<file path="src/rtl/rope_game_pkg.sv">
// Shared widths, state/winner encodings and the pending-pull counter helper
// for the rope-game controller.
package rope_game_pkg;

  localparam int LOC_W   = 10;
  localparam int CNT_W   = 4;
  localparam int DELTA_W = 12;

  typedef logic [1:0] state_t;
  localparam state_t StIdle      = 2'd0;
  localparam state_t StCountdown = 2'd1;
  localparam state_t StPlay      = 2'd2;
  localparam state_t StWon       = 2'd3;

  typedef logic [1:0] winner_t;
  localparam winner_t WinNone  = 2'd0;
  localparam winner_t WinLeft  = 2'd1;
  localparam winner_t WinRight = 2'd2;

  // A request landing on the frame tick belongs to the next frame.
  function automatic logic [CNT_W-1:0] cnt_next(logic [CNT_W-1:0] cnt, logic req, logic tick);
    if (tick) begin
      return {{(CNT_W-1){1'b0}}, req};
    end else if (req && (cnt != {CNT_W{1'b1}})) begin
      return cnt + 1'b1;
    end
    return cnt;
  endfunction

endpackage

</file>
<file path="src/rtl/sync_edge.sv">
// Two-flop synchroniser with a registered single-cycle edge pulse, three
// clocks after the qualifying input edge.
module sync_edge #(
  parameter bit Falling = 1'b0
) (
  input  logic clk,
  input  logic rst,
  input  logic din,
  output logic pulse
);

  logic s1_q, s2_q, s3_q, pulse_q;

  always_ff @(posedge clk) begin
    if (rst) begin
      s1_q    <= 1'b0;
      s2_q    <= 1'b0;
      s3_q    <= 1'b0;
      pulse_q <= 1'b0;
    end else begin
      s1_q    <= din;
      s2_q    <= s1_q;
      s3_q    <= s2_q;
      pulse_q <= Falling ? (s3_q & ~s2_q) : (s2_q & ~s3_q);
    end
  end

  assign pulse = pulse_q;

endmodule

</file>
<file path="src/rtl/rope_game_ctrl.sv">
// Rope-game sequencer: idle/countdown/play/won FSM, per-frame net-pull
// application to the rope position, and the level win interrupt.
module rope_game_ctrl
  import rope_game_pkg::*;
#(
  parameter int CENTER           = 320,
  parameter int ROPE_MIN         = 0,
  parameter int ROPE_MAX         = 639,
  parameter int STEP             = 4,
  parameter int LEFT_WIN         = 160,
  parameter int RIGHT_WIN        = 480,
  parameter int COUNTDOWN_FRAMES = 180,
  parameter int VSYNC_ACTIVE_LOW = 1
) (
  input  logic       clk,
  input  logic       rst,
  input  logic       i_vsync,
  input  logic       i_pull_l,
  input  logic       i_pull_r,
  input  logic       i_start,
  input  logic       i_abort,
  input  logic       i_irq_ack,
  output logic [9:0] o_rope_loc,
  output logic [1:0] o_state,
  output logic [1:0] o_winner,
  output logic [7:0] o_count,
  output logic       o_irq
);

  logic frame_tick, req_l, req_r;

  sync_edge #(.Falling(VSYNC_ACTIVE_LOW != 0)) u_vsync (
    .clk  (clk),
    .rst  (rst),
    .din  (i_vsync),
    .pulse(frame_tick)
  );

  sync_edge #(.Falling(1'b0)) u_pull_l (
    .clk  (clk),
    .rst  (rst),
    .din  (i_pull_l),
    .pulse(req_l)
  );

  sync_edge #(.Falling(1'b0)) u_pull_r (
    .clk  (clk),
    .rst  (rst),
    .din  (i_pull_r),
    .pulse(req_r)
  );

  state_t             state_q, state_d;
  winner_t            winner_q, winner_d;
  logic [LOC_W-1:0]   loc_q, loc_d;
  logic [7:0]         count_q, count_d;
  logic [CNT_W-1:0]   cnt_l_q, cnt_l_d, cnt_r_q, cnt_r_d;
  logic               irq_q, irq_d;
  logic               win_set;
  logic signed [DELTA_W-1:0] delta;
  int                 next_i;

  // Net pull to a clamped candidate position.
  always_comb begin
    delta  = DELTA_W'((int'(cnt_r_q) - int'(cnt_l_q)) * STEP);
    next_i = int'(loc_q) + int'(delta);
    if (next_i < ROPE_MIN) next_i = ROPE_MIN;
    if (next_i > ROPE_MAX) next_i = ROPE_MAX;
  end

  always_comb begin
    state_d  = state_q;
    winner_d = winner_q;
    loc_d    = loc_q;
    count_d  = count_q;
    cnt_l_d  = '0;
    cnt_r_d  = '0;
    win_set  = 1'b0;
    if (i_abort) begin
      state_d  = StIdle;
      winner_d = WinNone;
      loc_d    = LOC_W'(CENTER);
      count_d  = '0;
    end else begin
      unique case (state_q)
        StIdle, StWon: begin
          if (i_start) begin
            state_d  = StCountdown;
            winner_d = WinNone;
            loc_d    = LOC_W'(CENTER);
            count_d  = 8'(COUNTDOWN_FRAMES);
          end
        end
        StCountdown: begin
          if (frame_tick) begin
            if (count_q <= 8'd1) begin
              count_d = '0;
              state_d = StPlay;
            end else begin
              count_d = count_q - 8'd1;
            end
          end
        end
        StPlay: begin
          cnt_l_d = cnt_next(cnt_l_q, req_l, frame_tick);
          cnt_r_d = cnt_next(cnt_r_q, req_r, frame_tick);
          if (frame_tick) begin
            loc_d = LOC_W'(next_i);
            if (next_i >= RIGHT_WIN) begin
              winner_d = WinRight;
              state_d  = StWon;
              win_set  = 1'b1;
            end else if (next_i <= LEFT_WIN) begin
              winner_d = WinLeft;
              state_d  = StWon;
              win_set  = 1'b1;
            end
          end
        end
        default: state_d = StIdle;
      endcase
    end
    irq_d = irq_q;
    if (i_irq_ack) irq_d = 1'b0;
    if (win_set)   irq_d = 1'b1;
  end

  always_ff @(posedge clk) begin
    if (rst) begin
      state_q  <= StIdle;
      winner_q <= WinNone;
      loc_q    <= LOC_W'(CENTER);
      count_q  <= '0;
      cnt_l_q  <= '0;
      cnt_r_q  <= '0;
      irq_q    <= 1'b0;
    end else begin
      state_q  <= state_d;
      winner_q <= winner_d;
      loc_q    <= loc_d;
      count_q  <= count_d;
      cnt_l_q  <= cnt_l_d;
      cnt_r_q  <= cnt_r_d;
      irq_q    <= irq_d;
    end
  end

  assign o_rope_loc = loc_q;
  assign o_state    = state_q;
  assign o_winner   = winner_q;
  assign o_count    = count_q;
  assign o_irq      = irq_q;

endmodule

</file>
<file path="config.mk">
export PLATFORM = sky130hd
export DESIGN_NAME = rope_game_ctrl
export DESIGN_NICKNAME = d
export VERILOG_FILES = /design/src/rtl/rope_game_pkg.sv /design/src/rtl/sync_edge.sv /design/src/rtl/rope_game_ctrl.sv
export SDC_FILE = /design/constraint.sdc
export NUM_CORES = 1
export LEC_CHECK = 0
export ABC_AREA = 1
export CAP_MARGIN = 20
export CORE_ASPECT_RATIO = 1.75
export CORE_MARGIN = 4
export CORE_UTILIZATION = 40
export DETAILED_ROUTE_END_ITERATION = 7
export DONT_BUFFER_PORTS = 1
export GPL_TIMING_DRIVEN = 0
export HOLD_SLACK_MARGIN = 0.06
export PLACE_DENSITY = 0.59
export SLEW_MARGIN = 20
export SYNTH_ARGS = -nofsm -noshare
export SYNTH_HDL_FRONTEND = slang
export SYNTH_SLANG_ARGS = --single-unit
</file>
<file path="constraint.sdc">
create_clock -name clk -period 3.2 [get_ports clk]
set_clock_uncertainty 0.1 [all_clocks]
set_input_delay 0.96 -clock clk [delete_from_list [all_inputs] [get_ports clk]]
set_output_delay 0.96 -clock clk [all_outputs]
set_load 0.005 [all_outputs]
</file>
==> impl_summary.md, run 1 <==
Run status
The flow ran to the end, but the final reports show violations. The final reports fail on negative setup slack.

Critical path
The largest fanout of any net on the critical path is 3. The worst setup path is captured at a register. The worst register-to-register path has a depth of 24. The data arrival time of the critical path is 3370 ps. The critical path is of the reg -> reg type. The required time at the worst-slack endpoint is 3270 ps. The sort of element at the start of the critical path is a register.

Power and ir drop
The leakage power of the design is 1.28 nW. The internal cell power is 0.808 mW. The largest voltage drop on the vdd net is 0.340 mV. Summing internal, switching and leakage power gives 1.21 mW.

In this run the power density over the cells is 427 nW/um^2. The net load switching power is 0.406 mW. In this run switching power makes up 33.4% of total power. The part of the total power dissipated in the clock network is 31.2%. The part of the total power dissipated in combinational logic is 20.7%. The part of the power in registers is 48.1%.

Yosys
Among all flip-flop cells after synthesis, the most frequent one is sky130_fd_sc_hd__dfxtp_1. The most area-hungry cell type in the Yosys netlist is sky130_fd_sc_hd__dfxtp_1. Counting flops with an async set or reset pin after synthesis yields a share of 0%. The synthesized netlist cell count is 364. The number of different library cells used by synthesis comes to 34. The synthesized netlist occupies a cell area of 2500 um^2. The synthesized net count is 388.

Summing the sequential cell areas from Yosys gives 34.4% of the chip area. Dividing the synthesized area by the synthesized cell count gives 6.87 um^2. The register bit count reported by yosys is 43. By area the synthesized netlist is led by sky130_fd_sc_hd__dfxtp_1 34%, sky130_fd_sc_hd__nand2_1 12%, sky130_fd_sc_hd__inv_1 8.9%, sky130_fd_sc_hd__ha_1 7.0%, sky130_fd_sc_hd__nor2_1 6.9%. The Yosys step of the flow raised 0 warnings. In this run the biggest area consumer among cell types represents 34.4% of the synthesized area. The number of synthesized flops with an enable pin is 0.

Global routing
Entering global routing, the biggest net connects 17 pins. In the global route stage, met1 resource usage came out at 16.9%. The number of antenna violations at the first check in global routing was 0. The layer with the highest usage after global routing is met2.

Global routing consumed, on the met2 layer, 31.5% of the routing resources. Global routing consumed, over all layers together, 16.8% of the routing resources. After global routing the overflow that remains totals 0. The first global-routing pass estimated 9980 um of wire. The met3 usage is 4.00%. The number of global-route vias before repair is 2262.

Min path
In this run the worst hold path is classified as reg -> reg. Along the worst hold path, the cell count comes to 1.

Die
The horizontal die dimension is 67.8 um. The initial utilization of the core area, before any placement, comes to 41.9%. After floorplanning, the core was divided into 37 placement rows.

For this design the top-level I/O count stands at 31. The height of the chip is 113 um. The die outline area is 7630 um^2. The standard cell core area is 5970 um^2.

Final layout
The final design instance area without fill is 2850 um^2. The share of layout cells above drive strength 1 is 15.7%. The repair_antennas step left the layout with diodes totalling 0.

Once layout is complete, the utilization of the core stands at 47.6%. The synthesis-to-finish area growth is 13.8%. Once layout is complete, the cells apart from fillers number 460. At the end of the flow, the number of nets in the layout was 405.

Route
The count of nets left with antenna violations once routing finished came out at 0. The first detailed-routing pass took 4 iterations. For this block, the initial DRC count from the detailed router was 117.

After detailed routing, the average wire length per cell comes to 12.5 um. The total DRC errors in the routed layout is 0. The ratio of routed vias to standard cells is 4.89. The final layout contains routed wiring with a total length of 5740 um.

The routed via count is 2251.

Timing
The setup slack after layout is -104 ps. Adding up every negative setup slack in the final design gives -339 ps. The number of hold-slack violations in the final timing report came to 0.

Measured against its own limit, the worst slew margin works out to 49.4%. Setup repair after global routing could not meet its margin everywhere. The max-slew violation count was 0. The final cycle utilization of the critical path is 103%. Setup violations remaining at the end of the flow were counted as 5. The smallest clock period supported by the final layout is computed as 3300 ps. Derived from the worst setup path, the maximum achievable clock frequency is 303 MHz.

The transition time at the pin with the least slew margin is 754 ps.

Place
The detailed placer's ending HPWL is 4350 um. The congestion estimate from routability-driven global placement came to 0.834. The number of buffer cells added on primary ports is 0. In this run, placement finished with an instance count of 442. The post-detailed-placement cell area is 2600 um^2.

CTS
The clock tree from TritonCTS is built. The count of hold buffers inserted by post-cts repair is 0. The number of buffers on the longest clock path is 2. The later pin in the worst-skew pair is clocked with a latency of 300 ps. The H-tree depth reported by CTS is 2.

The clock sink count is 43. The clock transition at the registers of the reported paths is 100 ps. Clock tree synthesis inserted a total of 5 buffers. The clock tree root buffer cell is sky130_fd_sc_hd__clkbuf_8.

Job
Max-cap violations in this run came to 0.
## worst max-delay path: stages, from the launching register on
cell and delay [ps]:
sky130_fd_sc_hd__dfxtp_2 340, sky130_fd_sc_hd__inv_2 60, sky130_fd_sc_hd__ha_4 120, sky130_fd_sc_hd__inv_2 40
sky130_fd_sc_hd__fa_2 540, sky130_fd_sc_hd__inv_2 40, sky130_fd_sc_hd__fa_2 340, sky130_fd_sc_hd__o211ai_1 240
sky130_fd_sc_hd__nand3_1 160, sky130_fd_sc_hd__nand2_1 110, sky130_fd_sc_hd__nand2_2 70, sky130_fd_sc_hd__nand2_1 60
sky130_fd_sc_hd__inv_1 40, sky130_fd_sc_hd__nand2_2 70, sky130_fd_sc_hd__nand2_2 50, sky130_fd_sc_hd__nand2_2 80
sky130_fd_sc_hd__nand2_2 70, sky130_fd_sc_hd__a21oi_2 120, sky130_fd_sc_hd__nand2_1 80, sky130_fd_sc_hd__nand2_1 70
sky130_fd_sc_hd__nand2_2 60, sky130_fd_sc_hd__nand2_2 80, sky130_fd_sc_hd__nand3_2 90, sky130_fd_sc_hd__nand2_1 70
sky130_fd_sc_hd__a21oi_1 50
## placed cells by master (no fill, tap or decap), types with 4 or more instances in the layout
| cell type | instances |
|---|---|
| sky130_fd_sc_hd__ha_1 | 12 |
| sky130_fd_sc_hd__inv_2 | 4 |
| sky130_fd_sc_hd__nor3_1 | 8 |
| sky130_fd_sc_hd__inv_1 | 56 |
| sky130_fd_sc_hd__o21ai_0 | 14 |
| sky130_fd_sc_hd__clkbuf_8 | 5 |
| sky130_fd_sc_hd__nand2_2 | 16 |
| sky130_fd_sc_hd__dfxtp_1 | 39 |
| sky130_fd_sc_hd__xnor2_1 | 4 |
| sky130_fd_sc_hd__nand3_1 | 22 |
| sky130_fd_sc_hd__a21oi_1 | 26 |
| sky130_fd_sc_hd__nor2_1 | 46 |
| sky130_fd_sc_hd__buf_4 | 10 |
| sky130_fd_sc_hd__nand2_1 | 75 |
## cells in the mapped netlist (2+ instances only)
library cell               instances
sky130_fd_sc_hd__a21oi_1          28
sky130_fd_sc_hd__xor2_1            3
sky130_fd_sc_hd__nor3_1            8
sky130_fd_sc_hd__clkinv_1          2
sky130_fd_sc_hd__a221oi_1          2
sky130_fd_sc_hd__nand2_1          83
sky130_fd_sc_hd__inv_1            59
sky130_fd_sc_hd__xnor2_1           4
sky130_fd_sc_hd__nand2_2           8
sky130_fd_sc_hd__ha_1             14
sky130_fd_sc_hd__a211oi_1          2
sky130_fd_sc_hd__or2_2             2
sky130_fd_sc_hd__o211ai_1          2
sky130_fd_sc_hd__clkbuf_1          2
sky130_fd_sc_hd__nand3_4           2
sky130_fd_sc_hd__o21ai_0          15
sky130_fd_sc_hd__dfxtp_1          43
sky130_fd_sc_hd__nor2_1           46
sky130_fd_sc_hd__fa_1              2
sky130_fd_sc_hd__nand3_2           2
sky130_fd_sc_hd__nand3_1          22
## kinds of logic (layout without fill, tap and decap cells)
group / after synthesis / in the layout / synth area share (%)
XOR/XNOR: 7 / 7 / 2.45
buffers and inverters: 65 / 83 / 10.1
AND/OR/NAND/NOR: 179 / 179 / 32.4
flip-flops: 43 / 43 / 34.4
AO/OA/AOI/OAI: 54 / 54 / 12.1
adder cells (fa/ha/maj): 16 / 16 / 8.60
## sequential cells by signal, indices dropped and copies added (netlist names)
signal          cells
u_pull_l.pulse      1
o_rope_loc         10
u_vsync.s2_q        1
u_pull_r.s2_q       1
u_pull_l.s2_q       1
o_winner            2
u_pull_r.s1_q       1
u_pull_l.s1_q       1
o_count             8
u_vsync.s3_q        1
cnt_r_q             4
u_pull_r.pulse      1
o_state             2
u_pull_l.s3_q       1
o_irq               1
u_vsync.s1_q        1
u_vsync.pulse       1
cnt_l_q             4
u_pull_r.s3_q       1
## routing by layer
layer | share of wire [%] | vias up
li1 | - | 1191
met1 | 36 | 999
met2 | 56 | 52
met3 | 5.5 | 9
met4 | 2.0 | 0
met5 | 0 | -
## repair_timing
action / CTS / global route
buffers inserted: 10 / 1
pin swaps: 6 / 5
endpoints found under the setup margin: 11 / 11
resized for setup: 18 / 8
## power by group through the flow
| stage | registers [mW] | logic [mW] | clock network (mW) |
|---|---|---|---|
| finish | 0.584 | 0.252 | 0.379 |
| global route | 0.588 | 0.291 | 0.419 |
| CTS | 0.585 | 0.245 | 0.395 |
| detailed placement | 0.598 | 0.237 | 0 |
| global placement | 0.598 | 0.238 | 0 |
| floorplan | 0.590 | 0.193 | 0 |
## area by class of cell
type | instances | area [um^2]
Inverter | 62 | 233
Buffer | 3 | 18.8
Clock inverter | 3 | 26.3
Timing Repair Buffer | 10 | 75.1
Multi-Input combinational cell | 256 | 1460
Tap cell | 78 | 97.6
Clock buffer | 5 | 68.8
Sequential cell | 43 | 868
Fill cell | 600 | 3130
## path summary, 6_finish.rpt
| path | slack (ps) | end | from |
|---|---|---|---|
| hold reg to reg | 290 | u_pull_r.pulse | u_pull_r.s3_q |
| setup reg to reg | -100 | o_state[0] | cnt_r_q[0] |
| setup / recovery | -100 | o_state[0] | cnt_r_q[0] |
| hold / removal | 290 | u_pull_r.pulse | u_pull_r.s3_q |
## stage by stage
stage / hold slack, ps / setup slack (ps)
floorplan: 273 / 64.1
global placement: 280 / -321
detailed placement: 286 / -313
CTS: 298 / -30.2
global route: 322 / -357
finish: 289 / -104
(Power assumes the default switching activity.)
==> run 2: changes to the inputs <==
- PLACE_DENSITY: 0.59 -> 0.57
- clock period: 3.2 -> 3.69 ns (I/O delays scaled with it)
==> impl_summary.md, run 2 (synthesis gave the netlist of run 1 again) <==
Power and ir drop
The leakage power of the design is 1.28 nW. IR analysis of the VDD net gives a maximum drop of 0.316 mV. The power density of the placed cells is 372 nW/um^2.

Final layout
Relative to the synthesized area, the layout overhead comes to 13.8%. The register with the most flip-flops in the layout has 10 of them. 0 antenna diodes ended up in the layout. In the final design database the tool counted 406 nets.

The share of layout cells above drive strength 1 is 14.9%. The final design utilization is 47.7%. Leaving out fill and tap cells, the most frequent cells in the layout are 77 x sky130_fd_sc_hd__nand2_1, 56 x sky130_fd_sc_hd__inv_1, 46 x sky130_fd_sc_hd__nor2_1. The most frequent standard cell in the layout excluding fill and tap cells is sky130_fd_sc_hd__nand2_1.

Critical path
STA classifies the critical path startpoint as a register. Across all register-to-register paths, the minimum setup slack is 180 ps. In this run the critical register-to-register path is captured at o_state[1]. The type of the worst setup path is reg -> reg.

In this run the worst setup path terminates at o_state[1]. The count of buffer and inverter cells on the critical path is 3. The required time at the worst-slack endpoint is 3840 ps. The logic depth of the worst register-to-register path is 26. In this design, the largest share of critical-path delay is due to simple AND/OR/NAND/NOR gates. Along the worst path, the maximum fanout reaches 3.

The critical path runs through a total of 26 cells. The largest single stage delay on the critical path is 390 ps. The slowest stage of the critical path belongs to the cell sky130_fd_sc_hd__fa_2. The data arrival time of the critical path is 3650 ps.

The worst setup path startpoint is cnt_r_q[0]. In this run the critical register-to-register path is launched from cnt_r_q[0]. STA classifies the critical path endpoint as a register.

Die
After floorplanning, the core was divided into 37 placement rows. The horizontal die dimension is 67.8 um. Once the floorplan was initialized, standard cells occupied 41.9% of the core.

The standard cell core area is 5970 um^2. The height of the chip is 113 um. 31 I/O pins were placed.

The floorplan step defined a die boundary enclosing 7630 um^2.

Timing
The setup slack after layout is 182 ps. The max-slew violation count is 0. The final cycle utilization of the critical path is 95.1%. The worst pin sits at a relative slew slack of 45.1%. Based on the critical path, the design can be clocked at up to 285 MHz. The number of hold-slack violations in the final timing report was 0. For the pin with the worst max-slew slack, the measured transition is 818 ps.

Setup violations remaining at the end of the flow were counted as 0. The minimum clock period after layout is 3510 ps.

Place
The number of buffer cells added on primary ports is 0. Routability-driven placement finished with a final weighted congestion of 0.864. OpenSTA, run right after detailed placement, puts the worst setup slack at 127 ps. The detailed placer's ending HPWL is 4400 um.

Global routing
The pin count of the biggest net entering global routing is 17. Global routing consumed, over all layers together, 15.5% of the routing resources. Summed over all layers, the global routing overflow is 0.

The number of antenna violations at the first check in global routing came to 0. The wire length of the first global-routing pass is 9180 um. The number of global-route vias before repair was 2071.

Route
The iteration-0 DRC count of the detailed router is 60. The routed design has 5850 um of wire. The total DRC errors in the routed layout is 0.

The count of nets left with antenna violations once routing finished came out at 0. The ratio of routed vias to standard cells is 4.91. After detailed routing, the average wire length per cell comes to 12.7 um. The detailed-routing iteration count for the pre-antenna-repair pass is 4. The routed via count is 2264.

CTS
The worst-skew pair later-pin latency is 310 ps. The tree is rooted in a sky130_fd_sc_hd__clkbuf_8. The count of hold buffers inserted by post-cts repair is 0. The H-tree was split into 2 levels. The clock tree from TritonCTS is built. The clock sink count is 43. The number of buffers added by the clock tree synthesis step is 5. In this run the deepest clock path goes through 2 buffers. The clock transition at the registers of the reported paths is 100 ps.

Run status
The run finished with clean final reports.

Job
Across the run, the number of max-cap violations was 0.

Min path
The min-delay analysis places its worst path in the category reg -> reg.
[run 2: cell types whose count changed in the layout (fill, tap and decap cells not counted), moves of 2 or more]
cell                      delta
sky130_fd_sc_hd__nand2_2     -3
sky130_fd_sc_hd__a21oi_2     -2
sky130_fd_sc_hd__nand2_1     +2
sky130_fd_sc_hd__a21oi_1     +2
[run 2: final cells by class]
type / instances / area, um^2
Buffer: 3 / 18.8
Fill cell: 594 / 3130
Sequential cell: 43 / 871
Inverter: 62 / 233
Clock inverter: 3 / 26.3
Tap cell: 78 / 97.6
Clock buffer: 5 / 68.8
Multi-Input combinational cell: 256 / 1450
Timing Repair Buffer: 11 / 82.6
[run 2: routing by layer]
| layer | part of all wire (%) | vias to the layer above | global-route usage, % | wire length [um] |
|---|---|---|---|---|
| li1 | - | 1192 | - | - |
| met1 | 39 | 1024 | 16.0 | 2290 |
| met2 | 55 | 43 | 28.4 | 3190 |
| met3 | 4.5 | 5 | 3.90 | 265 |
| met4 | 1.6 | 0 | 6.11 | 93 |
| met5 | 0 | - | 0 | 0 |
[run 2: where the power goes]
group	switching, mW	total [mW]	internal, mW	leakage (nW)
Sequential	0.0218	0.505	0.483	0.352
Combinational	0.143	0.219	0.0764	0.876
Clock	0.194	0.335	0.141	0.0495
[run 2: worst min path at each step]
stage                        from              to  slack [ps]  cells past startpoint
global placement    u_pull_l.s3_q  u_pull_l.pulse         280                      1
detailed placement  u_pull_l.s3_q  u_pull_l.pulse         280                      1
finish              u_pull_l.s3_q  u_pull_l.pulse         290                      1
CTS                 u_pull_l.s3_q  u_pull_l.pulse         290                      1
global route        u_pull_l.s3_q  u_pull_l.pulse         310                      1
floorplan           u_pull_l.s3_q  u_pull_l.pulse         270                      1
[run 2: per-stage QoR]
| step | TNS (ps) | total power [mW] | hold WS [ps] | std cells | instance area, um^2 |
|---|---|---|---|---|---|
| finish | 0 | 1.06 | 291 | 461 | 2850 |
| global route | -219 | 1.12 | 306 | 461 | 2850 |
| CTS | 0 | 1.06 | 295 | 450 | 2690 |
| detailed placement | 0 | 0.727 | 280 | 442 | 2600 |
| global placement | 0 | 0.726 | 279 | 442 | 2600 |
| floorplan | 0 | 0.679 | 273 | 364 | 2500 |
[run 2: repair_timing]
action / 4_1_cts / 5_1_grt
setup buffers: 0 / 11
resized for setup: 0 / 24
setup endpoints to repair: 0 / 6
[run 2: worst register-to-register path, stage by stage, from the launching register on]
cell	delay, ps
sky130_fd_sc_hd__dfxtp_4	360
sky130_fd_sc_hd__inv_2	60
sky130_fd_sc_hd__ha_4	120
sky130_fd_sc_hd__inv_2	40
sky130_fd_sc_hd__fa_2	390
sky130_fd_sc_hd__xor2_1	160
sky130_fd_sc_hd__ha_1	330
sky130_fd_sc_hd__buf_4	150
sky130_fd_sc_hd__nand3_1	70
sky130_fd_sc_hd__nand2_1	90
sky130_fd_sc_hd__nand2_2	100
sky130_fd_sc_hd__nand3_4	90
sky130_fd_sc_hd__nand4_4	100
sky130_fd_sc_hd__nand3_4	100
sky130_fd_sc_hd__nand2_1	160
sky130_fd_sc_hd__nand2_2	80
sky130_fd_sc_hd__nand2_2	100
sky130_fd_sc_hd__nand2_2	70
sky130_fd_sc_hd__a21oi_2	120
sky130_fd_sc_hd__nand2_1	80
sky130_fd_sc_hd__nand2_1	80
sky130_fd_sc_hd__nand2_2	70
sky130_fd_sc_hd__nand2_2	90
sky130_fd_sc_hd__nand3_2	80
sky130_fd_sc_hd__nand2_1	80
sky130_fd_sc_hd__nand2_1	40
sky130_fd_sc_hd__nor2_1	100
==> run 3: changes to the inputs <==
- ABC_AREA: 1 -> default
- SETUP_SLACK_MARGIN: default -> 0.2
==> impl_summary.md, run 3 <==
Yosys
The register bit count reported by yosys is 43. After synthesis, the mean cell area works out to 8.15 um^2. The async set-reset flop share out of synthesis is 0%. The number of nets handed over by synthesis was 337. After synthesis the cells add up to 2550 um^2. The synthesized design devotes to its leading area cell type 33.8% of total area.

Yosys mapped a number of flops with a built-in enable equal to 0. Counting instances in the post-synthesis netlist gives the leading cell types as 43 x sky130_fd_sc_hd__dfxtp_1, 40 x sky130_fd_sc_hd__nor2_1, 26 x sky130_fd_sc_hd__nand2_1. The most area-hungry cell type in the Yosys netlist is sky130_fd_sc_hd__dfxtp_1. For this run, the number of Yosys warnings is 0. After synthesis, the netlist uses 55 different library cells. In the synthesized netlist, the number of instances is 313. Sequential elements use 33.8% of the synthesized area. Ranked by total cell area, the synthesized netlist is headed by sky130_fd_sc_hd__dfxtp_1 34%, sky130_fd_sc_hd__ha_1 6.9%, sky130_fd_sc_hd__nor2_1 5.9%, sky130_fd_sc_hd__nor2b_1 3.9%, sky130_fd_sc_hd__nand2_1 3.8%. In the synthesized netlist the dominant register cell turns out to be sky130_fd_sc_hd__dfxtp_1. By instance count, the leading cell after synthesis is sky130_fd_sc_hd__dfxtp_1.

CTS
In this run, CTS created clock tree buffers numbering 5. In this run the deepest clock path goes through 2 buffers. The H-tree was split into 2 levels. The clock sink count is 43.

After clock tree synthesis, the clock-pin slew on the worst setup and hold paths is 80 ps. At the later pin of the worst-skew pair, clock insertion delay measures 300 ps. The clock tree root buffer cell is sky130_fd_sc_hd__clkbuf_8. TritonCTS built the clock tree.

Final layout
Once layout is complete, the cells apart from fillers number 424. The library cell used most frequently in the layout, excluding fill and tap cells, is sky130_fd_sc_hd__nor2_1. The register with the most flip-flops in the layout has 10 of them. The filler cell count in the final layout is 643. Cells fill 49.5% of the core in the end.

In the final layout, flip-flops and latches occupy 866 um^2. The layout net count is 367. The repair_antennas step left the layout with diodes totalling 0.

In the layout the commonest cells are 40 x sky130_fd_sc_hd__nor2_1, 39 x sky130_fd_sc_hd__dfxtp_1, 25 x sky130_fd_sc_hd__nand2_1. The share of layout cells above drive strength 1 is 19.8%. The synthesis-to-finish area growth is 20.0%. The multi-input combinational cells in the finished layout cover a total of 1680 um^2.

Global routing
The all-layer global routing usage is 18.5%. The number of antenna violations at the first check in global routing is 0. The pin count of the biggest net entering global routing is 14. The number of global-route vias before repair is 2296. The overflow left after global routing is 0.

The first global-routing pass estimated 10900 um of wire.

Place
The final weighted congestion in routability-driven placement is 0.826. After legalization and detailed placement, the total HPWL measured 4790 um. In this run, placement finished with an instance count of 393. The number of buffer cells added on primary ports is 0.

Route
The total DRC errors in the routed layout is 0. In the routed layout, each cell is associated on average with a via count of 5.44. The routed layout has 2308 vias. The iteration-0 DRC count of the detailed router is 125. The sum of routed wire length over all layers is 6540 um. The count of nets left with antenna violations after detail routing is 0.

After detailed routing, the average wire length per cell comes to 15.4 um. The detailed-routing iteration count for the pre-antenna-repair pass is 4.

Critical path
The delay of the slowest cell on the worst path is 530 ps. Data on the critical path is required at its endpoint by 3790 ps. The most common cell type on the critical path is sky130_fd_sc_hd__inv_2.

Of all nets on the critical path, the largest fanout is 6. The signal on the critical path passes through inv_2, ha_4, inv_2, fa_2, inv_2, fa_2, nand2b_4, o2bb2ai_4, or2_1, clkbuf_8, o211a_1, a211o_1, or2_4, nand4_4, nand4_1, a32o_1. The sort of element at the start of the critical path is a register. The worst setup path is captured at a register. On the critical path the largest part of the delay comes from adder cells.

The cell at the slowest stage of the critical path is sky130_fd_sc_hd__fa_2. The count of buffer and inverter cells on the critical path is 4. STA puts the critical path data arrival time at 3690 ps. The type of the worst setup path is reg -> reg. The logic depth of the worst setup path including buffers is 16. Measured in cells, the most critical reg-to-reg path has a length of 16.

Timing
In the final timing run, aggregate negative setup slack is 0 ps. Measured against its own limit, the worst slew margin works out to 47.2%. The maximum achievable frequency is 279 MHz.

The final cycle utilization of the critical path is 97.3%. The worst hold slack is 280 ps. The number of hold-slack violations in the final timing report is 0.

The transition time at the pin with the least slew margin is 784 ps. Setup repair after global routing could not meet its margin everywhere. Counting I/O delays and the setup requirement, the final critical path takes 3590 ps. The final setup violation count is 0. The max-slew violation count is 0.

Die
The floorplan step defined a die boundary enclosing 7770 um^2. Measured along the y axis, the die boundary spans 114 um. In this run the standard cell core region covers 6180 um^2. Row generation in the floorplan step produced 38 rows. In this run the count of I/O pins placed on the die edge is 31.

For this configuration, the core starts out at a cell density of 41.3%. The horizontal die dimension is 68.4 um.

Run status
The run finished with clean final reports.

Min path
The worst min-delay path class is reg -> reg. Along the worst hold path, the cell count comes to 1.

Power and ir drop
The design draws 0.958 mW. The power density of the placed cells is 313 nW/um^2. The largest voltage drop on the vdd net is 0.288 mV. The leakage power of the design is 1.15 nW.

Job
Across the run, the number of max-cap violations was 0.
-- run 3: final cells by class --
cell class / count / area share (%)
buffer: 15 / 2.33
clock inverter: 2 / 0.409
inverter: 22 / 2.70
timing repair buffer: 23 / 5.89
multi-input combinational: 233 / 54.7
tap: 80 / 3.27
sequential: 43 / 28.3
clock buffer: 6 / 2.37
-- run 3: worst paths after layout --
check                                   start        endpoint  slack, ps
worst max-delay path               cnt_r_q[0]      o_state[0]        100
worst min register to register  u_pull_l.s3_q  u_pull_l.pulse        280
worst min-delay path            u_pull_l.s3_q  u_pull_l.pulse        280
worst max register to register     cnt_r_q[0]      o_state[0]        100
-- run 3: cells by family (layout without fill, tap and decap cells) --
| group | after synthesis | after routing | share of synthesized area [%] |
|---|---|---|---|
| simple gates | 121 | 121 | 23.8 |
| flops | 43 | 43 | 33.8 |
| buf+inv | 37 | 68 | 5.50 |
| mux | 3 | 3 | 1.18 |
| fa+ha+maj | 16 | 16 | 8.44 |
| compound gates | 78 | 78 | 22.2 |
| xor+xnor | 15 | 15 | 5.15 |
-- run 3: per-stage QoR --
step / instance area [um^2] / setup WS [ps]
final: 3060 / 100
after global routing: 3060 / -19.5
after CTS: 3010 / 121
after detailed placement: 2680 / -349
after global placement: 2680 / -299
after floorplan: 2580 / 191
-- run 3: layer usage --
metal / vias up / global-route usage [%] / wire, um / part of all wire [%]
met1: 1086 / 18.2 / 2410 / 37
met5: - / 0 / 0 / 0
met4: 0 / 8.76 / 156 / 2.4
met2: 55 / 33.8 / 3570 / 55
met3: 13 / 5.12 / 399 / 6.1
li1: 1154 / - / - / -
-- run 3: repair_timing --
action | CTS | global route
endpoints found under the setup margin | 13 | 13
cloned | 0 | 0
setup buffers | 20 | 3
hold buffers | 0 | 0
pin swaps | 13 | 4
resized for setup | 28 | 8
-- run 3: power by group --
part | total [mW] | internal (mW) | switching (mW) | leakage [nW]
sequential | 0.498 | 0.480 | 0.0180 | 0.351
clock | 0.295 | 0.132 | 0.163 | 0.0412
combinational | 0.165 | 0.0623 | 0.102 | 0.755
total | 0.958 | 0.674 | 0.283 | 1.15
